File: config.mk
export PLATFORM = sky130hd
export DESIGN_NAME = cmd_reply_tx
export DESIGN_NICKNAME = d
export VERILOG_FILES = /design/src/rtl/cmd_reply_tx.sv
export SDC_FILE = /design/constraint.sdc
export NUM_CORES = 1
export LEC_CHECK = 0
export ABC_AREA = 1
export CAP_MARGIN = 15
export CORE_MARGIN = 5
export CORE_UTILIZATION = 40
export DETAILED_ROUTE_END_ITERATION = 8
export HOLD_SLACK_MARGIN = 0.08
export PLACE_DENSITY = 0.68
export REMOVE_ABC_BUFFERS = 1
export SYNTH_ARGS = -nofsm -noshare
export SYNTH_HDL_FRONTEND = slang
export SYNTH_SLANG_ARGS = --single-unit
File: constraint.sdc
create_clock -name clk_i -period 3.5 [get_ports clk_i]
set_input_delay 0.7 -clock clk_i [delete_from_list [all_inputs] [get_ports clk_i]]
set_output_delay 0.7 -clock clk_i [all_outputs]
set_load 0.1 [all_outputs]
File: src/rtl/cmd_reply_tx.sv
// cmd_reply_tx
//   Transmit-side companion to the UART command decoders. Received command
//   bytes are queued in a small FIFO. For each queued byte a short ASCII reply
//   is sent to the UART transmitter, one byte at a time, using a start/busy
//   handshake. The reply reports the analog power state.
//
//   Reply map (S = power_state_i sampled when the command is popped):
//     'P' / 'p' -> 'K', S      '?' -> 'S', S      anything else -> 'E'
//
//   Build option: define REPLY_CRLF_EN to append CR, LF to every reply
//   (max reply length 4 instead of 2).
//
// Ports
//   clk_i          system clock, rising edge
//   rst_i          asynchronous active-high reset
//   cmd_strobe_i   1-cycle pulse, cmd_i holds a received byte
//   cmd_i          received command byte
//   power_state_i  current analog power enable level
//   tx_busy_i      UART transmitter busy
//   tx_start_o     1-cycle pulse, UART loads tx_data_o
//   tx_data_o      byte to transmit, held after the pulse
//   pending_o      queue non-empty or reply in flight (registered)
//   overflow_o     sticky: a strobe was dropped on a full queue

module cmd_reply_tx #(
  parameter int unsigned FIFO_DEPTH = 4,
  parameter int unsigned FIFO_AW    = 2
) (
  input  logic       clk_i,
  input  logic       rst_i,
  input  logic       cmd_strobe_i,
  input  logic [7:0] cmd_i,
  input  logic       power_state_i,
  input  logic       tx_busy_i,
  output logic       tx_start_o,
  output logic [7:0] tx_data_o,
  output logic       pending_o,
  output logic       overflow_o
);

  typedef enum logic [1:0] {StIdle, StWait, StSend, StGuard} state_e;

  localparam logic [FIFO_AW:0] CntFull = (FIFO_AW + 1)'(FIFO_DEPTH);

  // ---------------------------------------------------------------------------
  // Command queue
  // ---------------------------------------------------------------------------
  logic [7:0]         mem_q [FIFO_DEPTH];
  logic [FIFO_AW-1:0] wr_ptr_q, rd_ptr_q;
  logic [FIFO_AW:0]   count_q;
  logic               overflow_q;
  logic               full, deq, enq;
  logic [7:0]         head;

  state_e             state_q;

  assign full = (count_q == CntFull);
  // The pop happens on the IDLE->WAIT transition, i.e. in the first cycle the
  // FSM sees the queue non-empty. This keeps strobe-to-TxStart latency at 3.
  assign deq  = (state_q == StIdle) && (count_q != '0);
  // A same-cycle dequeue frees a slot, so a strobe at full is still accepted.
  assign enq  = cmd_strobe_i && (!full || deq);
  assign head = mem_q[rd_ptr_q];

  always_ff @(posedge clk_i or posedge rst_i) begin
    if (rst_i) begin
      for (int i = 0; i < int'(FIFO_DEPTH); i++) begin
        mem_q[i] <= 8'h00;
      end
      wr_ptr_q   <= '0;
      rd_ptr_q   <= '0;
      count_q    <= '0;
      overflow_q <= 1'b0;
    end else begin
      if (enq) begin
        mem_q[wr_ptr_q] <= cmd_i;
        wr_ptr_q        <= wr_ptr_q + 1'b1;
      end
      if (deq) begin
        rd_ptr_q <= rd_ptr_q + 1'b1;
      end
      count_q <= count_q + (FIFO_AW + 1)'(enq) - (FIFO_AW + 1)'(deq);
      if (cmd_strobe_i && !enq) begin
        overflow_q <= 1'b1;
      end
    end
  end

  // ---------------------------------------------------------------------------
  // Reply builder for the byte at the queue head
  // ---------------------------------------------------------------------------
  logic [3:0][7:0] rep_bytes;
  logic [2:0]      rep_len;
  logic [7:0]      status;

  always_comb begin
    status    = power_state_i ? 8'h31 : 8'h30;
    rep_bytes = '0;
    rep_len   = 3'd1;
    case (head)
      8'h50, 8'h70: begin
        rep_bytes[0] = 8'h4B;
        rep_bytes[1] = status;
        rep_len      = 3'd2;
      end
      8'h3F: begin
        rep_bytes[0] = 8'h53;
        rep_bytes[1] = status;
        rep_len      = 3'd2;
      end
      default: begin
        rep_bytes[0] = 8'h45;
      end
    endcase
`ifdef REPLY_CRLF_EN
    rep_bytes[rep_len[1:0]]         = 8'h0D;
    rep_bytes[rep_len[1:0] + 2'd1]  = 8'h0A;
    rep_len                         = rep_len + 3'd2;
`endif
  end

  // ---------------------------------------------------------------------------
  // Reply FSM with registered outputs
  // ---------------------------------------------------------------------------
  logic [3:0][7:0] reply_q;
  logic [2:0]      len_q;
  logic [2:0]      idx_q;
  logic            tx_start_q;
  logic [7:0]      tx_data_q;
  logic            pending_q;

  always_ff @(posedge clk_i or posedge rst_i) begin
    if (rst_i) begin
      state_q    <= StIdle;
      reply_q    <= '0;
      len_q      <= '0;
      idx_q      <= '0;
      tx_start_q <= 1'b0;
      tx_data_q  <= 8'h00;
      pending_q  <= 1'b0;
    end else begin
      tx_start_q <= 1'b0;
      pending_q  <= (count_q != '0) || (state_q != StIdle);
      unique case (state_q)
        StIdle: begin
          if (count_q != '0) begin
            // power_state_i is captured here for the whole reply.
            reply_q <= rep_bytes;
            len_q   <= rep_len;
            idx_q   <= '0;
            state_q <= StWait;
          end
        end
        StWait: begin
          if (!tx_busy_i) begin
            tx_start_q <= 1'b1;
            tx_data_q  <= reply_q[idx_q[1:0]];
            state_q    <= StSend;
          end
        end
        StSend: begin
          state_q <= StGuard;
        end
        StGuard: begin
          // tx_busy_i is not looked at here: the UART may not have raised it yet.
          if ((idx_q + 3'd1) < len_q) begin
            idx_q   <= idx_q + 3'd1;
            state_q <= StWait;
          end else begin
            state_q <= StIdle;
          end
        end
        default: begin
          state_q <= StIdle;
        end
      endcase
    end
  end

  assign tx_start_o = tx_start_q;
  assign tx_data_o  = tx_data_q;
  assign pending_o  = pending_q;
  assign overflow_o = overflow_q;

endmodule

# == Yosys cells after proc, flatten, opt, wreduce, memory -nomap -nowiden ==
# Index checks and enable logic that the tools add are counted.
# totals
wordCells,78
output_inout_bits,11
input_bits,13
ff_bits,74
# op_classes
magnitude_cmp,5
add_sub_neg,5
mux,21
n_bitwise,3
n_eq_ne,10
reduce_logical,18
# ops
op,count
$bmux W8 S2,2
$bwmux W32,1
$mux W8,4
$demux W8 S2,1
$eq A8 B7 Y1 const B,2
$pmux W5 S2,1
$eq A8 B6 Y1 const B,1
$pmux W2 S4,1
$ge A3 B3 Y1 const B,2
$mux W2,3
$mux W3,2
$mux W6,1
$not A2 Y3,2
$pmux W3 S2,1
$reduce_and A2 Y1,3
$add A2 B1 Y2 const B,2
$eq A2 B2 Y1 const B,2
$logic_and A1 B1 Y1,4
$mux W1,4
$ne A2 B2 Y1 const B,2
$reduce_bool A2 Y1,2
$add A3 B1 Y3,1
$add A3 B1 Y3 const B,1
$eq A3 B3 Y1 const B,1
other kinds (14),16

# == Logic depth before layout (Yosys ltp) ==
# logic_depth
ltp_word,7
depth_mapped,13
depth_no_buf,11

# == Least setup slack after synthesis ==
# OpenSTA, ideal clock, no wires.
# synth_path
path_kind,register to register
start,register state_q[0]
end,register count_q[2]
setup_time_ns,0.123
synth_period_minus_slack_ns,2.056
path_stages_with_launch,12
setup_slack_ns,1.444
path_buffers,1
arrival_ns,1.934
required_time_ns,3.377
path_cell_list,dfrtp_1 -> inv_1 -> ha_1 -> inv_1 -> a21oi_2 -> buf_6 -> ha_1 -> inv_1 -> ha_1 -> inv_1 -> fa_1 -> xnor2_1
# synth_via
elab_chain_len,6
# synth_lines
item,line_no,source
"start, declared",55,state_e state_q;
"start signal, assigned",134,state_q <= StIdle;
"start signal, assigned",151,state_q <= StWait;
"start signal, assigned",158,state_q <= StSend;
$logic_not A2 Y1 (*),60,assign deq = (state_q == StIdle) && (count_q != '0);
$logic_and A1 B1 Y1 (*),60,
via deq,52,"logic full, deq, enq;"
$logic_or A1 B1 Y1,62,assign enq = cmd_strobe_i && (!full || deq);
$logic_and A1 B1 Y1,62,
$add A3 B1 Y3,82,count_q <= count_q + (FIFO_AW + 1)'(enq) - (FIFO_AW + 1)'(deq);
$sub A3 B1 Y3 (*),82,
"end signal, assigned",82,
"end, declared",50,logic [FIFO_AW:0] count_q;
# The timed path passes the listed nets; every way through them passes the cells marked *.
# A chain may end at the register's enable or synchronous reset.

# == Final worst setup path ==
# layout_path
start,register tx_data_q[2] (netlist: tx_data_o[2])
end,output tx_data_o[2]
# layout_rtl
item,line_no,source
"start, declared",129,logic [7:0] tx_data_q;
"start signal, assigned",157,tx_data_q <= reply_q[idx_q[1:0]];
"end, declared",36,"output logic [7:0] tx_data_o,"
# No word-level cell between the ends.

==> reports/qor.txt <==
status: finished, final reports clean
Synth top area share: 50.7%
Max H-tree Level: 3
placed instance area: 0.00325 mm^2
Crit Path Class: flop to output pin
Via-to-Cell Ratio: 4.73
Design Area, Final: 0.00343 mm^2
cts hold-fix bufs: 0
sequential area share after synthesis: 50.7%
CP startpoint: tx_data_o[2]
post-synth top area cell: dfrtp_1
Post-route DRC: 0
critical path depth in cells: 1
Max VDD drop: 263 uV
M2 GR Usage: 20.7%
GRT met3 Usage: 3.60%
Max FO, Critical Path: 2
DRT iter0 DRCs: 80
CP Capture Type: output pin
Final nets: 351
R2R setup slack: 1.07 ns
flop and latch count out of synthesis: 60
die width: 96.0 um
final hold violations: 0
met1 GRT Util: 18.4%
Compound-Gate Fraction of Synth Area: 5.20%
mux cell area share after synthesis: 9.38%
Reg clk slew, reported paths: 0.07 ns
Root Driver: clkbuf_8
CTS Buffer Depth: 2
Post-Syn Area: 0.00296 mm^2
routed length per instance: 12.7 um
most frequent cells in the layout: nand2_1 (78), dfrtp_1 (60), inv_1 (35), nand3_1 (23), clkdlybuf4s50_1 (22)
Ys Warns: 0
CP peak stage delay: 1.14 ns
drt pass-1 iters: 4
grt ovf: 0
main combinational cell family by area after synthesis: simple AND/OR/NAND/NOR gates
Power per Cell Area: 964 mW/mm^2
CTS tree: done
I/O pin total: 24
total CTS buffers: 9
CP Cell Sequence: clkdlybuf4s50_1
Via Count: 2029
fmax: 395 MHz
die height: 96.0 um
commonest non-fill, non-tap cell in the layout: nand2_1
# Post-CTS Setup Buffers: 0
Most Crowded Layer GR: met2
R2R depth: 10
Leakage: 1.61 nW
hpwl dp: 3800 um
top post-synthesis cells by area: dfrtp_1 (51%), nand2_1 (9.9%), mux2_2 (5.3%), ha_1 (5.1%), inv_1 (4.6%)
XOR/XNOR Fraction of Synth Area: 1.78%
worst slew pin tran: 0.978 ns
min-delay worst type: flop to flop
IO Port Bufs: 22
placed cells: 413
share of cells above drive strength 1: 17.0%
first-pass GRT wire length: 9550 um
Worst-Skew Late Latency: 0.33 ns
slowest library cell on the worst path: clkdlybuf4s50_1
initial antenna violation count: 0
Max Slew Vio Count: 0
hold depth: 1
reg2reg end: count_q[2]
worst endpoint required time: 2.80 ns
Fin Setup TNS: 0 ns
worst reg2reg path startpoint: state_q[1]
post-route ant nets: 0
Max Cap Viol: 0
Starting Density: 41.0%
setup violators final: 0
row cnt: 31
Power Total: 3.31 mW
post-layout min period: 2.53 ns
Layout area overhead: 15.9%
Data arrival, critical path: 1.83 ns
GPL Wtd Cong: 0.781
Core Region: 0.00721 mm^2
number of distinct library cells after synthesis: 31
Avg Inst Size Synth: 9.90 um^2
critical path buffer and inverter count: 1
full die area: 0.00922 mm^2
Slew headroom: 34.6%
Synth Area in Adders: 5.75%
vias in the first global route: 2038
fin crit share: 72.4%
Mapped Cells: 299
family with the most delay on the worst path: buffers and inverters
Synth Area in Simple Gates: 19.6%
Post-CTS Resized: 0
CP Launch Type: flop
Non-Filler Instances: 429
DRT Wirelength: 5450 um
pin count of the biggest net entering global routing: 33
GRT Util Overall: 13.9%
clk sinks: 60
CP endpoint: tx_data_o[2]
unrepaired setup endpoints after global routing: false
Antenna diodes: 0
setup clock skew after layout: 0.00704 ns
==> through the flow <==
stage | worst slack, ns | hold WS (ns) | util [%]
finish | 0.965 | 0.480 | 47.6
global route | 0.862 | 0.492 | 47.6
CTS | 0.942 | 0.480 | 47.6
detailed placement | 0.945 | 0.465 | 45.0
global placement | 0.983 | 0.462 | 45.0
floorplan | 1.32 | 0.440 | -
==> cells by family after synthesis <==
kind of cell / count (synthesis)
AND/OR/NAND/NOR: 124
flip-flops: 60
buffers and inverters: 46
AO/OA/AOI/OAI: 27
multiplexers: 22
adder cells (fa/ha/maj): 13
XOR/XNOR: 6
other: 1
==> where the power goes <==
group	internal (mW)	total, mW	switching, mW
clock	0.325	0.588	0.262
combinational	0.565	1.51	0.941
sequential	0.999	1.21	0.216
total	1.89	3.31	1.42
==> worst reg2reg max path: stages, from the launching register on <==
cell and delay (ns):
dfrtp_1 0.38, inv_1 0.13, ha_1 0.19, inv_1 0.10, a21oi_2 0.43, ha_1 0.33
inv_1 0.06, ha_1 0.13, inv_1 0.04, fa_1 0.39, xnor2_1 0.19
==> sequential cells by signal, indices dropped and copies added (netlist names) <==
register and count:
count_q 3, idx_q 3, len_q 1, mem_q 32
overflow_o 1, pending_o 1, rd_ptr_q 2, reply_q 5
state_q 2, tx_data_o 7, tx_start_o 1, wr_ptr_q 2
==> per-layer routing <==
layer | routed length, um | share of wire [%] | vias to the layer above
li1 | - | - | 998
met1 | 2620 | 48 | 989
met2 | 2520 | 46 | 31
met3 | 190 | 3.5 | 11
met4 | 120 | 2.2 | 0
met5 | 0 | 0 | -
==> worst min-delay path by stage <==
stage,end,slack (ns),startpoint
floorplan,reply_q[0],0.44,reply_q[0]
global placement,overflow_o,0.46,overflow_o
detailed placement,overflow_o,0.47,overflow_o
CTS,overflow_o,0.48,overflow_o
global route,reply_q[0],0.49,reply_q[0]
finish,overflow_o,0.48,overflow_o
==> synthesized netlist by cell type (all sizes together) <==
| cell | n |
|---|---|
| conb | 1 |
| nand3 | 26 |
| nand2 | 82 |
| buf | 8 |
| xnor2 | 3 |
| or2 | 1 |
| a32o | 1 |
| xor2 | 3 |
| nor2 | 15 |
| dfrtp | 60 |
| o211ai | 2 |
| fa | 1 |
| ha | 12 |
| a21oi | 3 |
| o21bai | 1 |
| inv | 38 |
| o21ai | 19 |
| mux2 | 22 |
| a21boi | 1 |
==> area by class of cell <==
type	count	area [um^2]
fillers	706	3780
flip-flops and latches	60	1500
multi-input cells	193	1240
repair buffers	23	240
inverters	38	145
clock buffers	11	131
well taps	99	124
clock inverters	5	52.6
Power figures use the tool's default switching activity.
